===== src/rtl/num_conv_stream.sv =====
// Streaming two's-complement <-> sign-magnitude converter with valid/ready handshake,
// a small in-order output buffer and a saturating error counter.
module num_conv_stream #(
  parameter int unsigned WIDTH = 32,
  parameter int unsigned DEPTH = 2,
  parameter int unsigned CNT_W = 16
) (
  input  logic             i_clk,
  input  logic             i_rst_n,
  input  logic             i_valid,
  output logic             o_ready,
  input  logic [WIDTH-1:0] i_argA,
  input  logic             i_mode,
  output logic             o_valid,
  input  logic             i_ready,
  output logic [WIDTH-1:0] o_result,
  output logic             o_error,
  input  logic             i_clr_cnt,
  output logic [CNT_W-1:0] o_err_cnt
);

  localparam int unsigned PtrW = (DEPTH > 1) ? $clog2(DEPTH) : 1;
  localparam int unsigned OccW = $clog2(DEPTH + 1);
  localparam logic [WIDTH-1:0] MinVal = {1'b1, {(WIDTH-1){1'b0}}};
  localparam logic [PtrW-1:0]  LastPtr = PtrW'(DEPTH - 1);
  localparam logic [OccW-1:0]  FullOcc = OccW'(DEPTH);
  localparam logic [CNT_W-1:0] CntMax = {CNT_W{1'b1}};

  logic             rdy_q;
  logic [PtrW-1:0]  wr_ptr_q, rd_ptr_q;
  logic [OccW-1:0]  count_q;
  logic [CNT_W-1:0] err_cnt_q;
  logic [WIDTH-1:0] mem_res_q [DEPTH];
  logic             mem_err_q [DEPTH];

  logic             accept, pop;
  logic [WIDTH-1:0] conv_res;
  logic             conv_err;
  logic [WIDTH-1:0] neg_a, neg_mag;

  // Reset release is taken on a clock edge so intake only opens synchronously.
  always_ff @(posedge i_clk or negedge i_rst_n) begin
    if (!i_rst_n) rdy_q <= 1'b0;
    else          rdy_q <= 1'b1;
  end

  assign o_ready = rdy_q & (count_q < FullOcc);
  assign o_valid = (count_q != '0);
  assign accept  = i_valid & o_ready;
  assign pop     = o_valid & i_ready;

  assign neg_a   = -i_argA;
  assign neg_mag = -{1'b0, i_argA[WIDTH-2:0]};

  always_comb begin
    conv_res = i_argA;
    conv_err = 1'b0;
    if (i_argA[WIDTH-1]) begin
      if (!i_mode) begin
        if (i_argA == MinVal) begin
          // |-2^(W-1)| does not fit in W-1 magnitude bits: saturate.
          conv_res = '1;
          conv_err = 1'b1;
        end else begin
          conv_res = {1'b1, neg_a[WIDTH-2:0]};
        end
      end else begin
        // Negative zero falls out as 0 here.
        conv_res = neg_mag;
      end
    end
  end

  always_ff @(posedge i_clk or negedge i_rst_n) begin
    if (!i_rst_n) begin
      wr_ptr_q <= '0;
      rd_ptr_q <= '0;
      count_q  <= '0;
    end else begin
      if (accept) wr_ptr_q <= (wr_ptr_q == LastPtr) ? '0 : wr_ptr_q + 1'b1;
      if (pop)    rd_ptr_q <= (rd_ptr_q == LastPtr) ? '0 : rd_ptr_q + 1'b1;
      if (accept && !pop)      count_q <= count_q + 1'b1;
      else if (pop && !accept) count_q <= count_q - 1'b1;
    end
  end

  // Storage needs no reset: the head is masked while the buffer is empty.
  always_ff @(posedge i_clk) begin
    if (accept) begin
      mem_res_q[wr_ptr_q] <= conv_res;
      mem_err_q[wr_ptr_q] <= conv_err;
    end
  end

  assign o_result = o_valid ? mem_res_q[rd_ptr_q] : '0;
  assign o_error  = o_valid ? mem_err_q[rd_ptr_q] : 1'b0;

  always_ff @(posedge i_clk or negedge i_rst_n) begin
    if (!i_rst_n) begin
      err_cnt_q <= '0;
    end else if (i_clr_cnt) begin
      err_cnt_q <= '0;
    end else if (accept && conv_err && (err_cnt_q != CntMax)) begin
      err_cnt_q <= err_cnt_q + 1'b1;
    end
  end

  assign o_err_cnt = err_cnt_q;

endmodule


===== config.mk =====
export PLATFORM = sky130hd
export DESIGN_NAME = num_conv_stream
export DESIGN_NICKNAME = d
export VERILOG_FILES = /design/src/rtl/num_conv_stream.sv
export SDC_FILE = /design/constraint.sdc
export NUM_CORES = 1
export LEC_CHECK = 0
export ABC_AREA = 1
export CAP_MARGIN = 20
export CELL_PAD_IN_SITES_DETAIL_PLACEMENT = 0
export CELL_PAD_IN_SITES_GLOBAL_PLACEMENT = 1
export CORE_MARGIN = 4
export CORE_UTILIZATION = 39
export DETAILED_ROUTE_END_ITERATION = 10
export PLACE_DENSITY = 0.91
export SYNTH_ARGS = -nofsm -noshare
export SYNTH_HDL_FRONTEND = slang
export SYNTH_SLANG_ARGS = --single-unit

===== constraint.sdc =====
create_clock -name i_clk -period 3.1 [get_ports i_clk]
set_clock_uncertainty 0.15 [all_clocks]
set_input_delay 0.62 -clock i_clk [delete_from_list [all_inputs] [get_ports i_clk]]
set_output_delay 0.62 -clock i_clk [all_outputs]
set_load 0.01 [all_outputs]

==> metrics.txt, run 1 <==
Worst EP arrival around 2000 ps; Distinct cells, synth 38; largest net degree at the start of global routing 34; max-capacitance violation count 0; DP Worst Slack ~270 ps; status completed; Mapped Cells around 600; Comb pwr share 0.373; Final TNS setup 0 ps; WS Path Type reg2out; RSZ-0062 raised after global routing no; vias per inst 4.99; share of layout cells above drive strength 1 0.0997; CTS Hold Bufs 0; DR pass1 iterations 4; Max Fanout on Critical Path 33; Root Buffer clkbuf_16; GP Congestion 0.914; worst path cell trace buf_4, nand2_1, a21oi_1, clkdlybuf4s50_1; Clock Latency Late Sink ~340 ps; Ys Warns 0; Primary FF master, synth edfxtp_1; Slew Viols, Final 0; EDFF count, synth 66; antenna violations before repair 0; clk sinks 87; first-pass GRT wire length about 20000 um; remaining antenna violation count 0; IO Port Bufs just under 90; WL/cell 14.6 um; Critical Path Source Type flop; biggest cell delay along the critical path ~600 ps; hold crit path type reg2reg; Final #Nets 728; vias in the first global route roughly 4000; # fillers 1162; Synth async-reset ratio 0.241; Syn Nets 640; hpwl dp around 9000 um; post-layout minimum cycle time roughly 2800 ps; Max Freq 356 MHz; level count of the clock H-tree 3; Worst slew margin 0.593; Yosys top cell by area edfxtp_1; share of power burned in registers 0.357; critical path's slowest cell clkdlybuf4s50_1; Cell Area, Synth between 4000 and 5000 um2; Final Hold Viols 0; Die X-Extent roughly 120 um; I/O pin cnt approximately 90; synthesis-to-layout area growth 28.2%; Worst-Margin Slew slightly above 600 ps; period utilisation layout 0.906; internal power 2710 uW; Initial DRC Count 300; Initial Util 0.405; core area ~12000 um2; Diodes inserted 0; remaining global-route overflow 0; # Post-CTS Setup Buffers 0; final wirelength between 10000 and 15000 um; CTS resizes 0; CTS tree done; Setup Viol. Count Final 0; Switching Power 1310 uW; register area share after synthesis 0.507; P_leak between 0.002 and 0.003 uW; Avg Cell Area, Syn between 8 and 9 um2; clock slew at reported path FFs ~60 ps; top cells by area, synth edfxtp_1, nand2_1, dfrtp_1; share of the synthesized area in the top cell type 0.401; Worst Path Required 2330 ps; Residual DRC 0; Pwr Density 635 nW/um2; Peak VDD IR 0.363 mV; die footprint 14500 um2; Bufs on Longest Clock Path 2; kind of end point of the critical path primary output; vias post-DR about 4300; #FFs+latches synth 87; clock power share 0.269; FP Rows 40; Global Route Usage Sum 0.177; final worst setup slack just under 300 ps; Die H between 100 and 150 um; CTS Buf Count 9; switching share of power 0.327
## logic make-up after synthesis
family | count (synthesis) | synth area share
AO/OA/AOI/OAI | 54 | 0.0582
XOR/XNOR | 14 | 0.0248
adder cells (fa/ha/maj) | 3 | 0.00760
buffers and inverters | 82 | 0.0661
flip-flops | 87 | 0.507
other | 1 | 0.000759
AND/OR/NAND/NOR | 358 | 0.335
## worst max-delay path: cells and delay by family, from the launching register on
family | cells | cell delay, ps
compound gates | 1 | 290
buf+inv | 2 | 960
flops | 1 | 360
simple gates | 1 | 90
## cells in the final DEF, fill, tap and decap left out, types with 10 or more instances in the layout
| cell type | count |
|---|---|
| inv_1 | 52 |
| xor2_1 | 10 |
| clkdlybuf4s50_1 | 88 |
| dfrtp_1 | 21 |
| edfxtp_1 | 66 |
| buf_4 | 11 |
| nor2_1 | 50 |
| nand3_2 | 10 |
| nand2_1 | 173 |
| a21oi_1 | 37 |
| nand3_1 | 87 |
## worst paths after layout
check / from / end / slack (ps) / depth (start not counted)
worst max-delay path: rd_ptr_q / o_result[20] / 290 / 4
worst min-delay path: count_q[0] / count_q[0] / 360 / 1
worst max register to register: o_err_cnt[0] / o_err_cnt[15] / 1060 / 9
worst min register to register: count_q[0] / count_q[0] / 360 / 1
max in group asynchronous: i_rst_n / o_err_cnt[1] / 2100 / 2
min in group asynchronous: i_rst_n / o_err_cnt[7] / 470 / 2
## synthesized netlist by cell type (2+ instances only)
master / instances
nand2_1: 173
ha_1: 3
nand3_1: 87
a21oi_1: 37
nor3_1: 4
o21ai_0: 9
inv_1: 52
or2_2: 7
xnor2_1: 4
nand3_2: 10
nor2_1: 53
buf_1: 3
o211ai_1: 4
clkbuf_1: 15
inv_2: 6
dfrtp_1: 21
buf_2: 3
nand2_2: 3
nor2_2: 6
edfxtp_1: 66
nand3b_1: 3
xor2_1: 10
nor2_8: 2
nand4_1: 4
## cell type report
class                      count  area [um2]  share of cell area
clock buffer                   9         225              0.0356
clock inverter                 7        71.3              0.0113
inverter                      59         221              0.0350
multi-input combinational    430        2110               0.334
sequential                    87        2510               0.396
tap                          168         210              0.0332
timing repair buffer         100         983               0.155
## stage by stage
step | power (uW) | hold WS (ps) | util | cells | instance area [um2]
after detailed placement | 2980 | 357 | 0.494 | 844 | 6040
after floorplan | 2180 | 174 | - | 599 | 4940
after global placement | 2960 | 353 | 0.494 | 844 | 6040
after CTS | 4060 | 365 | 0.519 | 860 | 6330
after global routing | 4250 | 393 | 0.519 | 860 | 6330
final | 4020 | 363 | 0.519 | 860 | 6330
## layer usage
layer  track usage  up-vias  part of all wire
met5             0        -                 0
met4        0.0779        0             0.026
met3        0.0281       23             0.050
met2         0.277      125              0.46
met1         0.243     1991              0.46
li1              -     2153                 -
## registers in the layout (all words and copies together), names as in the netlist
signal and cells:
rd_ptr_q 1, wr_ptr_q 1, count_q 2, o_err_cnt 16, rdy_q 1, mem_err_q 2, mem_res_q 64
## power groups by stage
stage          sequential, uW  clock (uW)  combinational [uW]
4_1_cts                  1440        1100                1530
5_1_grt                  1450        1150                1650
3_5_place_dp             1460           0                1520
2_1_floorplan            1450           0                 730
3_3_place_gp             1460           0                1500
6_report                 1440        1080                1500
(Power assumes the default switching activity.)
==> inputs of run 2 (changes only) <==
--- a/config.mk
+++ b/config.mk
@@ -12,6 +12,7 @@
 export CORE_MARGIN = 4
 export CORE_UTILIZATION = 39
 export DETAILED_ROUTE_END_ITERATION = 10
+export HOLD_SLACK_MARGIN = 0.02
 export PLACE_DENSITY = 0.91
 export SYNTH_ARGS = -nofsm -noshare
 export SYNTH_HDL_FRONTEND = slang
==> results of run 2 <==
No change in the layout: final DEF, timing and power equal those of run 1.
